--- src/rtl/vx_cache_bypass_rsp_if.sv ---
// ---------------------------------------------------------------------------
// vx_cache_bypass_rsp_if
// Bundles the DRAM response channel (into the bypass block) and the per-lane
// core response channel (out of it).
//   slave  modport : used by vx_cache_bypass_rsp (consumes DRAM responses,
//                    produces core responses)
//   master modport : used by the DRAM side / core side environment
// Signals:
//   dram_rsp_valid/data/tag/ready : one full cache line plus routing tag
//   core_rsp_valid/data/tag/ready : NUM_REQS lanes, one word + core tag each
// ---------------------------------------------------------------------------
interface vx_cache_bypass_rsp_if #(
  parameter int NUM_REQS        = 4,
  parameter int CACHE_LINE_SIZE = 64,
  parameter int WORD_SIZE       = 4,
  parameter int CORE_TAG_WIDTH  = 3
);
  localparam int WORD_WIDTH     = 8 * WORD_SIZE;
  localparam int LINE_WIDTH     = 8 * CACHE_LINE_SIZE;
  localparam int WORD_SEL_BITS  = $clog2(CACHE_LINE_SIZE / WORD_SIZE);
  localparam int REQ_SEL_BITS   = $clog2(NUM_REQS);
  localparam int DRAM_TAG_WIDTH = CORE_TAG_WIDTH + WORD_SEL_BITS + REQ_SEL_BITS;

  logic                                        dram_rsp_valid;
  logic [LINE_WIDTH-1:0]                       dram_rsp_data;
  logic [DRAM_TAG_WIDTH-1:0]                   dram_rsp_tag;
  logic                                        dram_rsp_ready;

  logic [NUM_REQS-1:0]                         core_rsp_valid;
  logic [NUM_REQS-1:0][WORD_WIDTH-1:0]         core_rsp_data;
  logic [NUM_REQS-1:0][CORE_TAG_WIDTH-1:0]     core_rsp_tag;
  logic [NUM_REQS-1:0]                         core_rsp_ready;

  modport master (
    output dram_rsp_valid, dram_rsp_data, dram_rsp_tag,
    input  dram_rsp_ready,
    input  core_rsp_valid, core_rsp_data, core_rsp_tag,
    output core_rsp_ready
  );

  modport slave (
    input  dram_rsp_valid, dram_rsp_data, dram_rsp_tag,
    output dram_rsp_ready,
    output core_rsp_valid, core_rsp_data, core_rsp_tag,
    input  core_rsp_ready
  );
endinterface

--- src/rtl/vx_cache_bypass_rsp.sv ---
// ---------------------------------------------------------------------------
// vx_cache_bypass_rsp
// Returns bypassed (non-cached) DRAM responses to the requesting core lane.
// Each DRAM response carries a full line; the tag tells which word of the
// line was asked for, which core lane asked, and the core's own tag. Only the
// selected word is kept, in a small circular response queue, and the head
// entry is presented to its lane until that lane accepts it.
// Ports:
//   clk       : clock, rising edge
//   reset     : asynchronous active-low reset (empties queue, clears count)
//   flush     : synchronous discard of all queued entries
//   bus       : vx_cache_bypass_rsp_if.slave (DRAM rsp in, core rsp out)
//   rsp_count : running count of responses delivered to the core (wraps)
// ---------------------------------------------------------------------------
module vx_cache_bypass_rsp #(
  parameter int NUM_REQS        = 4,
  parameter int CACHE_LINE_SIZE = 64,
  parameter int WORD_SIZE       = 4,
  parameter int CORE_TAG_WIDTH  = 3,
  parameter int RSPQ_SIZE       = 4
) (
  input  logic                      clk,
  input  logic                      reset,
  input  logic                      flush,
  vx_cache_bypass_rsp_if.slave      bus,
  output logic [31:0]               rsp_count
);
  localparam int WORD_WIDTH     = 8 * WORD_SIZE;
  localparam int WORDS_PER_LINE = CACHE_LINE_SIZE / WORD_SIZE;
  localparam int WORD_SEL_BITS  = $clog2(WORDS_PER_LINE);
  localparam int REQ_SEL_BITS   = $clog2(NUM_REQS);
  localparam int PTR_W          = $clog2(RSPQ_SIZE);
  localparam int CNT_W          = PTR_W + 1;
  localparam logic [CNT_W-1:0] FULL_CNT = CNT_W'(RSPQ_SIZE);

  // Incoming response decode
  logic [WORDS_PER_LINE-1:0][WORD_WIDTH-1:0] line_words_s;
  logic [CORE_TAG_WIDTH-1:0]                 in_tag_s;
  logic [WORD_SEL_BITS-1:0]                  in_wsel_s;
  logic [REQ_SEL_BITS-1:0]                   in_lane_s;
  logic [WORD_WIDTH-1:0]                     in_word_s;

  // Queue storage (not reset: never observed while the queue is empty)
  logic [WORD_WIDTH-1:0]     word_mem_q [RSPQ_SIZE];
  logic [CORE_TAG_WIDTH-1:0] tag_mem_q  [RSPQ_SIZE];
  logic [REQ_SEL_BITS-1:0]   lane_mem_q [RSPQ_SIZE];

  // Queue control state
  logic [PTR_W-1:0] wr_ptr_q, wr_ptr_d;
  logic [PTR_W-1:0] rd_ptr_q, rd_ptr_d;
  logic [CNT_W-1:0] count_q,  count_d;
  logic [31:0]      rsp_count_q, rsp_count_d;

  logic                      ready_s;
  logic                      enq_s;
  logic                      deq_s;
  logic                      not_empty_s;
  logic [REQ_SEL_BITS-1:0]   head_lane_s;
  logic [WORD_WIDTH-1:0]     head_word_s;
  logic [CORE_TAG_WIDTH-1:0] head_tag_s;
  logic [NUM_REQS-1:0]       core_valid_s;

  assign line_words_s = bus.dram_rsp_data;
  assign in_tag_s     = bus.dram_rsp_tag[CORE_TAG_WIDTH-1:0];
  assign in_wsel_s    = bus.dram_rsp_tag[CORE_TAG_WIDTH +: WORD_SEL_BITS];
  assign in_lane_s    = bus.dram_rsp_tag[CORE_TAG_WIDTH + WORD_SEL_BITS +: REQ_SEL_BITS];
  assign in_word_s    = line_words_s[in_wsel_s];

  assign not_empty_s  = (count_q != {CNT_W{1'b0}});
  assign head_lane_s  = lane_mem_q[rd_ptr_q];
  assign head_word_s  = word_mem_q[rd_ptr_q];
  assign head_tag_s   = tag_mem_q[rd_ptr_q];

  // A full queue refuses new entries even if the head leaves this cycle,
  // and a flush cycle accepts nothing because the entry would be discarded.
  assign ready_s = (count_q != FULL_CNT) && !flush;
  assign enq_s   = bus.dram_rsp_valid && ready_s;
  // Only the head entry's own lane can pop it; other ready bits are ignored.
  assign deq_s   = not_empty_s && bus.core_rsp_ready[head_lane_s] && !flush;

  assign bus.dram_rsp_ready = ready_s;
  assign rsp_count          = rsp_count_q;

  // Core response drive: head broadcast on all lanes, valid only on its lane
  always_comb begin
    core_valid_s = {NUM_REQS{1'b0}};
    if (not_empty_s) begin
      core_valid_s[head_lane_s] = 1'b1;
    end else begin
      core_valid_s = {NUM_REQS{1'b0}};
    end
    for (int l = 0; l < NUM_REQS; l++) begin
      if (not_empty_s) begin
        bus.core_rsp_data[l] = head_word_s;
        bus.core_rsp_tag[l]  = head_tag_s;
      end else begin
        bus.core_rsp_data[l] = {WORD_WIDTH{1'b0}};
        bus.core_rsp_tag[l]  = {CORE_TAG_WIDTH{1'b0}};
      end
    end
  end

  assign bus.core_rsp_valid = core_valid_s;

  // Queue storage write on accepted DRAM response
  always_ff @(posedge clk) begin
    if (enq_s) begin
      word_mem_q[wr_ptr_q] <= in_word_s;
      tag_mem_q[wr_ptr_q]  <= in_tag_s;
      lane_mem_q[wr_ptr_q] <= in_lane_s;
    end
  end

  // Next-state for pointers, occupancy and delivered count
  always_comb begin
    wr_ptr_d    = wr_ptr_q;
    rd_ptr_d    = rd_ptr_q;
    count_d     = count_q;
    rsp_count_d = rsp_count_q;
    if (flush) begin
      wr_ptr_d    = {PTR_W{1'b0}};
      rd_ptr_d    = {PTR_W{1'b0}};
      count_d     = {CNT_W{1'b0}};
      rsp_count_d = rsp_count_q;
    end else begin
      if (enq_s) begin
        wr_ptr_d = wr_ptr_q + PTR_W'(1);
      end else begin
        wr_ptr_d = wr_ptr_q;
      end
      if (deq_s) begin
        rd_ptr_d    = rd_ptr_q + PTR_W'(1);
        rsp_count_d = rsp_count_q + 32'd1;
      end else begin
        rd_ptr_d    = rd_ptr_q;
        rsp_count_d = rsp_count_q;
      end
      case ({enq_s, deq_s})
        2'b10:   count_d = count_q + CNT_W'(1);
        2'b01:   count_d = count_q - CNT_W'(1);
        default: count_d = count_q;
      endcase
    end
  end

  // Control state registers with asynchronous active-low reset
  always_ff @(posedge clk or negedge reset) begin
    if (!reset) begin
      wr_ptr_q    <= {PTR_W{1'b0}};
      rd_ptr_q    <= {PTR_W{1'b0}};
      count_q     <= {CNT_W{1'b0}};
      rsp_count_q <= 32'd0;
    end else begin
      wr_ptr_q    <= wr_ptr_d;
      rd_ptr_q    <= rd_ptr_d;
      count_q     <= count_d;
      rsp_count_q <= rsp_count_d;
    end
  end
endmodule

--- src/flat_wrapper.sv ---
// flat-port wrapper written by rule: the top's interface ports become plain ports
module vx_cache_bypass_rsp_flat 
#(
  parameter int NUM_REQS        = 4,
  parameter int CACHE_LINE_SIZE = 64,
  parameter int WORD_SIZE       = 4,
  parameter int CORE_TAG_WIDTH  = 3,
  parameter int RSPQ_SIZE       = 4
)
  (clk, reset, flush, rsp_count, bus_dram_rsp_valid, bus_dram_rsp_data, bus_dram_rsp_tag, bus_dram_rsp_ready, bus_core_rsp_valid, bus_core_rsp_data, bus_core_rsp_tag, bus_core_rsp_ready);
  vx_cache_bypass_rsp_if #(.NUM_REQS(NUM_REQS), .CACHE_LINE_SIZE(CACHE_LINE_SIZE), .WORD_SIZE(WORD_SIZE), .CORE_TAG_WIDTH(CORE_TAG_WIDTH)) bus_i ();
  input  logic clk;
  input  logic reset;
  input  logic flush;
  output logic [31:0] rsp_count;
  input wire logic [$bits(bus_i.dram_rsp_valid)-1:0] bus_dram_rsp_valid;
  input wire logic [$bits(bus_i.dram_rsp_data)-1:0] bus_dram_rsp_data;
  input wire logic [$bits(bus_i.dram_rsp_tag)-1:0] bus_dram_rsp_tag;
  output wire logic [$bits(bus_i.dram_rsp_ready)-1:0] bus_dram_rsp_ready;
  output wire logic [$bits(bus_i.core_rsp_valid)-1:0] bus_core_rsp_valid;
  output wire logic [$bits(bus_i.core_rsp_data)-1:0] bus_core_rsp_data;
  output wire logic [$bits(bus_i.core_rsp_tag)-1:0] bus_core_rsp_tag;
  input wire logic [$bits(bus_i.core_rsp_ready)-1:0] bus_core_rsp_ready;
  assign bus_i.dram_rsp_valid = bus_dram_rsp_valid;
  assign bus_i.dram_rsp_data = bus_dram_rsp_data;
  assign bus_i.dram_rsp_tag = bus_dram_rsp_tag;
  assign bus_dram_rsp_ready = bus_i.dram_rsp_ready;
  assign bus_core_rsp_valid = bus_i.core_rsp_valid;
  assign bus_core_rsp_data = bus_i.core_rsp_data;
  assign bus_core_rsp_tag = bus_i.core_rsp_tag;
  assign bus_i.core_rsp_ready = bus_core_rsp_ready;
  vx_cache_bypass_rsp #(.NUM_REQS(NUM_REQS), .CACHE_LINE_SIZE(CACHE_LINE_SIZE), .WORD_SIZE(WORD_SIZE), .CORE_TAG_WIDTH(CORE_TAG_WIDTH), .RSPQ_SIZE(RSPQ_SIZE)) u_core (.clk(clk), .reset(reset), .flush(flush), .bus(bus_i), .rsp_count(rsp_count));
endmodule
--- config.mk ---
export PLATFORM = sky130hd
export DESIGN_NAME = vx_cache_bypass_rsp_flat
export DESIGN_NICKNAME = d
export VERILOG_FILES = /design/src/rtl/vx_cache_bypass_rsp_if.sv /design/src/rtl/vx_cache_bypass_rsp.sv /design/src/flat_wrapper.sv
export SDC_FILE = /design/constraint.sdc
export NUM_CORES = 1
export LEC_CHECK = 0
export CAP_MARGIN = 20
export CORE_AREA = 2 2 276 278
export DETAILED_ROUTE_END_ITERATION = 10
export DIE_AREA = 0 0 278 280
export PLACE_DENSITY = 0.43
export SYNTH_ARGS = -nofsm -noshare
export SYNTH_HDL_FRONTEND = slang
export SYNTH_SLANG_ARGS = --single-unit
--- constraint.sdc ---
create_clock -name clk -period 7.4 [get_ports clk]
set_input_delay 1.11 -clock clk [delete_from_list [all_inputs] [get_ports clk]]
set_output_delay 1.11 -clock clk [all_outputs]
set_load 0.01 [all_outputs]
==> metrics.txt, run 1 <==
# TYPE chip_impl_metric gauge
chip_impl_info{name="outcome",value="finished, final reports clean"} 1
chip_impl_metric{name="clock_skews",unit="ns"} 0.00595
chip_impl_metric{name="timing.final.hold_violations",unit=""} 0
chip_impl_metric{name="postSynthCellCount",unit=""} 735
chip_impl_metric{name="post-synth-top-area-fraction",unit="%"} 36.3
chip_impl_metric{name="route.vias.total",unit=""} 9545
chip_impl_metric{name="clk_path_buf_depth",unit=""} 2
chip_impl_metric{name="clk_latency",unit="ns"} 0.45
chip_impl_metric{name="grt_pass1_vias",unit=""} 10100
chip_impl_info{name="category_of_cells_accounting_for_the_largest_share_of_critical_path_delay",value="buffers and inverters"} 1
chip_impl_info{name="tritoncts",value="yes"} 1
chip_impl_metric{name="worstMarginPinSlew",unit="ns"} 1.05
chip_impl_metric{name="max_slew_margin",unit="%"} 29.9
chip_impl_metric{name="placeableCoreArea",unit="mm²"} 0.0752
chip_impl_info{name="cts-root-buf",value="clkbuf_16"} 1
chip_impl_metric{name="place.gp.congestion",unit=""} 0.848
chip_impl_info{name="ys.flop_type",value="edfxtp_1"} 1
chip_impl_metric{name="synthesis.area",unit="mm²"} 0.0122
chip_impl_metric{name="io_port_bufs",unit=""} 705
chip_impl_metric{name="worst_ir_drop_vdd",unit="V"} 0.000162
chip_impl_metric{name="postLayoutCellArea",unit="mm²"} 0.0203
chip_impl_info{name="hp-class",value="reg -> reg"} 1
chip_impl_metric{name="tritoncts.num_buffers",unit=""} 17
chip_impl_info{name="timing.setup.critical_path_class",value="reg -> out"} 1
chip_impl_info{name="netlist_top_cells_area",value="edfxtp_1 36%, mux4_2 36%, dfrtp_1 8.0%, buf_4 6.4%, nor2b_1 1.9%"} 1
chip_impl_metric{name="dpl.hpwl",unit="µm"} 53500
chip_impl_metric{name="grt_use_met2",unit="%"} 26.8
chip_impl_metric{name="post_cts_hold_buffer_count",unit=""} 0
chip_impl_metric{name="floorplan.initialDensity",unit="%"} 16.3
chip_impl_metric{name="p_switching",unit="mW"} 1.59
chip_impl_metric{name="power_share_of_the_sequential_group",unit="%"} 27.2
chip_impl_metric{name="placedInstanceArea",unit="mm²"} 0.0196
chip_impl_metric{name="utilization",unit="%"} 27.0
chip_impl_metric{name="fp.dieArea",unit="mm²"} 0.0778
chip_impl_metric{name="timing.critical_path.required",unit="ns"} 6.29
chip_impl_metric{name="antenna_violating_nets_post_route",unit=""} 0
chip_impl_metric{name="number_of_enable_type_register_cells_in_the_synthesized_netlist",unit=""} 148
chip_impl_metric{name="yosysUniqueCellTypes",unit=""} 42
chip_impl_metric{name="slew_viol_final",unit=""} 0
chip_impl_info{name="critical_path_start_type",value="register"} 1
chip_impl_metric{name="first_iter_violations",unit=""} 518
chip_impl_metric{name="grt.overflow.total",unit=""} 0
chip_impl_metric{name="synth_seq_area_share",unit="%"} 44.3
chip_impl_metric{name="area_growth_syn_to_layout",unit="%"} 65.8
chip_impl_metric{name="dieHeight",unit="µm"} 280
chip_impl_metric{name="power.combinational.fraction",unit="%"} 52.3
chip_impl_metric{name="cts_sinks",unit=""} 187
chip_impl_metric{name="final_clock_period_utilization_by_the_worst_path",unit="%"} 57.4
chip_impl_metric{name="grtUsageMet1",unit="%"} 19.5
chip_impl_metric{name="global_route_wire_length_before_repair",unit="µm"} 85400
chip_impl_metric{name="boundaryPins",unit=""} 706
chip_impl_metric{name="p_sw_share",unit="%"} 33.1
chip_impl_metric{name="post_cts_buffers",unit=""} 0
chip_impl_metric{name="arrival",unit="ns"} 3.14
chip_impl_metric{name="fillCellCount",unit=""} 7611
chip_impl_metric{name="total_leakage_power",unit="nW"} 6.64
chip_impl_info{name="slowest_stage_cell_on_the_critical_path",value="clkdlybuf4s50_1"} 1
chip_impl_metric{name="gr_met3_demand_resource",unit="%"} 5.40
chip_impl_info{name="grt_setup_unrepaired",value="no"} 1
chip_impl_metric{name="die_x",unit="µm"} 278
chip_impl_info{name="most_used_routing_layer_in_global_routing",value="met2"} 1
chip_impl_metric{name="firstDrtPassIters",unit=""} 5
chip_impl_metric{name="nets",unit=""} 1849
chip_impl_info{name="synth_top_area_cell",value="edfxtp_1"} 1
chip_impl_metric{name="cp_num_buf_inv",unit=""} 2
chip_impl_metric{name="p_int",unit="mW"} 3.22
chip_impl_metric{name="grt_max_degree",unit=""} 94
chip_impl_metric{name="wirelength",unit="µm"} 64500
chip_impl_metric{name="final-setup-viol-count",unit=""} 0
chip_impl_metric{name="global_route.usage.total",unit="%"} 16.1
chip_impl_metric{name="worst_setup_hold_path_clk_slew",unit="ns"} 0.07
chip_impl_metric{name="rows",unit=""} 101
chip_impl_metric{name="max-cap-violations",unit=""} 0
chip_impl_metric{name="post_synth.cell_area_avg",unit="µm²"} 16.7
chip_impl_info{name="cp-end-kind",value="output pin"} 1
chip_impl_metric{name="drt_drc_violations_left",unit=""} 0
chip_impl_metric{name="number_of_antenna_violations_at_the_first_check_in_global_routing",unit=""} 46
chip_impl_metric{name="h_tree_levels",unit=""} 4
chip_impl_metric{name="setup_tns",unit="ns"} 0
chip_impl_metric{name="yosysWarnings",unit=""} 0
chip_impl_metric{name="async_reset_ff_share",unit="%"} 20.9
chip_impl_metric{name="holdWs",unit="ns"} 0.472
chip_impl_metric{name="post_cts.resized_instances",unit=""} 0
chip_impl_metric{name="fmax",unit="MHz"} 235
chip_impl_metric{name="synth.net_count",unit=""} 1270
chip_impl_metric{name="fin_crit",unit="ns"} 4.25
chip_impl_metric{name="drt-wirelength-per-cell",unit="µm"} 27.8
chip_impl_metric{name="final_layout_size_suffix_gt1_share",unit="%"} 20.6
chip_impl_info{name="cp_cell_instances",value="buf_4 -> mux4_2 -> nor2b_1 -> clkdlybuf4s50_1"} 1
chip_impl_metric{name="synth-seq-cells",unit=""} 187
chip_impl_metric{name="clock_power_share",unit="%"} 20.5
chip_impl_metric{name="power_density",unit="mW/mm²"} 237
chip_impl_metric{name="slowest_delay",unit="ns"} 0.66
chip_impl_metric{name="worst-path-max-fanout",unit=""} 35
chip_impl_metric{name="via_per_inst",unit=""} 4.12
registers in the layout (all words and copies together) (netlist names):
| name | cells |
|---|---|
| u_core.count_q | 3 |
| u_core.lane_mem_q | 8 |
| u_core.rd_ptr_q | 2 |
| u_core.rsp_count | 32 |
| u_core.tag_mem_q | 12 |
| u_core.word_mem_q | 128 |
| u_core.wr_ptr_q | 2 |
worst paths after layout:
check | start | endpoint | slack [ns] | cells past startpoint
setup / recovery | u_core.rd_ptr_q[0] | bus_core_rsp_data[100] | 3.15 | 4
hold / removal | u_core.rsp_count[31] | u_core.rsp_count[31] | 0.47 | 1
setup reg to reg | u_core.rd_ptr_q[0] | u_core.count_q[2] | 3.88 | 8
hold reg to reg | u_core.rsp_count[31] | u_core.rsp_count[31] | 0.47 | 1
max in group asynchronous | reset | u_core.rd_ptr_q[0] | 6.28 | 2
min in group asynchronous | reset | u_core.rsp_count[17] | 0.62 | 1
layout by cell type (no fill, tap or decap), types with 2 or more instances in the layout:
master           instances
nor4_2                   8
mux2_1                   2
nor3_1                   2
diode_2                 13
nor2_1                  17
dfrtp_1                 37
bufinv_16                4
and2_1                   3
nand3b_1                 2
buf_4                   12
and3_1                   5
xor2_1                  13
inv_1                   11
xnor2_1                 19
dfrtp_2                  2
inv_6                    2
nand2_1                  9
nand3_1                 10
mux2i_1                  4
buf_2                    3
nand2b_1                 3
mux4_2                 197
nor3_2                   7
and2_2                   4
ha_1                     5
a21oi_1                  2
nand4_1                 12
edfxtp_1               148
nor2b_1                 37
clkbuf_16               17
clkinv_2                 3
clkinvlp_4               3
clkdlybuf4s50_1        700
and4_1                   3
stage by stage:
| step | setup WS [ns] | cells | power (mW) |
|---|---|---|---|
| 2_1_floorplan | 4.09 | 735 | 2.79 |
| 3_3_place_gp | 3.34 | 2272 | 3.89 |
| 3_5_place_dp | 3.37 | 2272 | 3.90 |
| 4_1_cts | 2.97 | 2303 | 4.91 |
| 5_1_grt | 2.89 | 2309 | 5.05 |
| 6_report | 3.15 | 2317 | 4.81 |
cell type report:
cell class,instances,area (µm²),area share (%)
tap,978,1220,6.03
multi-input combinational,378,5780,28.5
clock buffer,17,425,2.10
inverter,11,41.3,0.203
clock inverter,14,195,0.961
sequential,187,5420,26.7
timing repair buffer,719,7190,35.4
antenna,13,32.5,0.160
layer usage:
metal	wire (µm)	vias up	part of all wire, %
met2	32100	452	50
met4	1540	34	2.4
li1	-	4076	-
met5	198	-	0.31
met3	5150	85	8.0
met1	25500	4898	39
power by group through the flow:
stage | sequential, mW | combinational [mW] | clock [mW]
global placement | 1.33 | 2.56 | 0
floorplan | 1.32 | 1.47 | 0
global route | 1.32 | 2.67 | 1.06
detailed placement | 1.33 | 2.57 | 0
CTS | 1.31 | 2.58 | 1.02
finish | 1.31 | 2.51 | 0.985
kinds of logic (layout without fill, tap and decap cells):
logic type,Yosys count,count (layout),synth area share (%)
buffers and inverters,170,761,8.68
other,0,13,0
adders and majority gates,6,6,0.675
DFF,187,187,44.3
xor gates and xnor gates,33,33,2.42
AOI/OAI and AO/OA,8,8,0.542
muxes,204,204,36.9
and+or+nand+nor,127,127,6.54
cell usage after synthesis, types with 3 or more instances:
cell      count
xnor2_1      19
xor2_1       13
nand3_1      10
buf_2        12
clkbuf_1     30
inv_1        11
nand2b_1      3
and2_1        7
and4_1        3
buf_4       105
edfxtp_1    148
mux4_2      197
buf_1        10
nor3_2        6
nor3_1        3
nor4_2        7
nand4_1      12
mux2i_1       4
and3_1        5
ha_1          5
dfrtp_1      39
nand2_1       9
nor2_1       17
nor2b_1      37
Power figures use the tool's default switching activity.
==> run 2, diff against run 1 <==
CORE_AREA = 2 2 278 280   (was 2 2 276 278)
DIE_AREA = 0 0 280 282   (was 0 0 278 280)
PLACE_DENSITY = 0.44   (was 0.43)
clock period = 3.6 ns   (was 7.4 ns; I/O delays follow)
==> metrics.txt, run 2 (synthesis gave the netlist of run 1 again) <==
# TYPE chip_impl_metric gauge
chip_impl_info{name="outcome",value="finished, final reports clean"} 1
chip_impl_metric{name="fmax",unit="MHz"} 301
chip_impl_metric{name="global_route_wire_length_before_repair",unit="µm"} 86600
chip_impl_metric{name="postLayoutCellArea",unit="mm²"} 0.0205
chip_impl_info{name="grt_setup_unrepaired",value="no"} 1
chip_impl_metric{name="placed_instances",unit=""} 2286
chip_impl_metric{name="setup_slack",unit="ns"} 0.282
chip_impl_info{name="cp-startpoint",value="u_core.rd_ptr_q[0]"} 1
chip_impl_metric{name="worst_ir_drop_vdd",unit="V"} 0.000309
chip_impl_metric{name="fin_crit",unit="ns"} 3.32
chip_impl_metric{name="setup_tns",unit="ns"} 0
chip_impl_metric{name="post_cts_buffers",unit=""} 0
chip_impl_metric{name="multiInputGateArea",unit="mm²"} 0.00578
chip_impl_metric{name="post_cts.resized_instances",unit=""} 0
chip_impl_metric{name="power_density",unit="mW/mm²"} 475
chip_impl_metric{name="route.vias.total",unit=""} 9671
chip_impl_metric{name="place.gp.congestion",unit=""} 0.840
chip_impl_metric{name="grt_pass1_vias",unit=""} 10300
chip_impl_info{name="critical_path_start_type",value="register"} 1
chip_impl_metric{name="place_worst_setup_slack",unit="ns"} 0.663
chip_impl_info{name="worstReg2RegStart",value="u_core.rd_ptr_q[1]"} 1
chip_impl_metric{name="via_per_inst",unit=""} 4.14
chip_impl_metric{name="worstMarginPinSlew",unit="ns"} 1.00
chip_impl_metric{name="drt-wirelength-per-cell",unit="µm"} 27.9
chip_impl_metric{name="placedInstanceArea",unit="mm²"} 0.0199
chip_impl_info{name="hp-class",value="in -> async"} 1
chip_impl_metric{name="global_route.usage.total",unit="%"} 16.0
chip_impl_metric{name="dieHeight",unit="µm"} 282
chip_impl_metric{name="final_clock_period_utilization_by_the_worst_path",unit="%"} 92.2
chip_impl_metric{name="dpl.hpwl",unit="µm"} 55500
chip_impl_metric{name="clk_path_buf_depth",unit=""} 2
chip_impl_metric{name="firstDrtPassIters",unit=""} 5
chip_impl_metric{name="die_x",unit="µm"} 280
chip_impl_metric{name="largest_register_ff_count",unit=""} 128
chip_impl_metric{name="first_iter_violations",unit=""} 451
chip_impl_metric{name="timing.critical_path.required",unit="ns"} 3.06
chip_impl_metric{name="grt.overflow.total",unit=""} 0
chip_impl_info{name="timing.rr.end",value="u_core.count_q[2]"} 1
chip_impl_metric{name="cts_sinks",unit=""} 187
chip_impl_metric{name="clock_skews",unit="ns"} 0.0219
chip_impl_metric{name="worst_setup_hold_path_clk_slew",unit="ns"} 0.08
chip_impl_metric{name="power",unit="mW"} 9.72
chip_impl_metric{name="drt_drc_violations_left",unit=""} 0
chip_impl_info{name="final_common_cell",value="clkdlybuf4s50_1"} 1
chip_impl_metric{name="max-cap-violations",unit=""} 0
chip_impl_metric{name="grt_max_degree",unit=""} 45
chip_impl_metric{name="nets",unit=""} 1862
chip_impl_metric{name="final-instance-count-excl-fill",unit=""} 2334
chip_impl_metric{name="area_growth_syn_to_layout",unit="%"} 67.3
chip_impl_metric{name="fillCellCount",unit=""} 7661
chip_impl_metric{name="rows",unit=""} 101
chip_impl_metric{name="post_cts_hold_buffer_count",unit=""} 0
chip_impl_metric{name="final_layout_size_suffix_gt1_share",unit="%"} 21.4
chip_impl_info{name="timing.setup.critical_path_class",value="reg -> out"} 1
chip_impl_metric{name="reg_to_reg_slack_setup",unit="ns"} 0.74
chip_impl_metric{name="final-seq-area",unit="mm²"} 0.00542
chip_impl_metric{name="max_slew_margin",unit="%"} 33.3
chip_impl_info{name="layout_common_cells",value="700 x clkdlybuf4s50_1, 197 x mux4_2, 148 x edfxtp_1"} 1
chip_impl_metric{name="final-setup-viol-count",unit=""} 0
chip_impl_info{name="cp-end-kind",value="output pin"} 1
chip_impl_metric{name="floorplan.initialDensity",unit="%"} 16.2
chip_impl_info{name="top_register",value="u_core.word_mem_q"} 1
chip_impl_metric{name="clk_latency",unit="ns"} 0.45
chip_impl_metric{name="boundaryPins",unit=""} 706
chip_impl_metric{name="total_leakage_power",unit="nW"} 6.71
chip_impl_metric{name="tritoncts.num_buffers",unit=""} 17
chip_impl_metric{name="io_port_bufs",unit=""} 705
chip_impl_metric{name="placeableCoreArea",unit="mm²"} 0.0757
chip_impl_metric{name="antenna_violating_nets_post_route",unit=""} 0
chip_impl_metric{name="h_tree_levels",unit=""} 4
chip_impl_metric{name="timing.final.hold_violations",unit=""} 0
chip_impl_metric{name="fp.dieArea",unit="mm²"} 0.0790
chip_impl_metric{name="worst-r2r-cell-count",unit=""} 8
chip_impl_metric{name="slew_viol_final",unit=""} 0
chip_impl_metric{name="number_of_antenna_violations_at_the_first_check_in_global_routing",unit=""} 36
chip_impl_metric{name="wirelength",unit="µm"} 65200
chip_impl_metric{name="arrival",unit="ns"} 2.78
chip_impl_info{name="cts-root-buf",value="clkbuf_16"} 1
chip_impl_info{name="tritoncts",value="yes"} 1
chip_impl_metric{name="worst-path-max-fanout",unit=""} 24
==> run 2: worst max-delay path, stage by stage (launching register included) <==
cell             delay, ns
dfrtp_2               0.42
buf_4                 0.46
mux4_2                0.36
nor2b_1               0.40
clkdlybuf4s50_1       0.63
==> run 2: through the flow <==
| step | hold slack [ns] | utilization [%] |
|---|---|---|
| 2_1_floorplan | 0.244 | - |
| 3_3_place_gp | 0.465 | 26.2 |
| 3_5_place_dp | 0.474 | 26.2 |
| 4_1_cts | 0.261 | 27.0 |
| 5_1_grt | 0.298 | 27.0 |
| 6_report | 0.240 | 27.1 |
==> run 2: layout make-up <==
type / count / share of cell area (%)
sequential: 187 / 26.5
multi-input combinational: 378 / 28.2
inverter: 11 / 0.202
clock buffer: 17 / 2.08
clock inverter: 15 / 0.757
timing repair buffer: 732 / 36.1
tap: 978 / 5.97
antenna: 16 / 0.195
==> run 2: worst max-delay path by stage <==
stage | to | slack, ns
after floorplan | u_core.count_q[2] | 0.70
after global placement | u_core.count_q[2] | 0.68
after detailed placement | bus_core_rsp_data[36] | 0.66
after CTS | bus_core_rsp_data[36] | 0.16
after global routing | bus_core_rsp_data[4] | 0.06
final | bus_core_rsp_data[36] | 0.28
==> run 2: power breakdown <==
group	internal, mW	leakage, nW	switching [mW]
Sequential	2.57	1.86	0.119
Clock	0.920	0.271	0.926
Combinational	2.93	4.58	2.26
Total	6.42	6.71	3.30
==> run 2: layer usage <==
layer | vias to the layer above | track usage (%) | wire (µm)
met5 | - | 0 | 42
met4 | 8 | 3.91 | 786
met3 | 54 | 3.34 | 3860
met2 | 421 | 27.4 | 33600
met1 | 5079 | 20.5 | 26900
li1 | 4109 | - | -
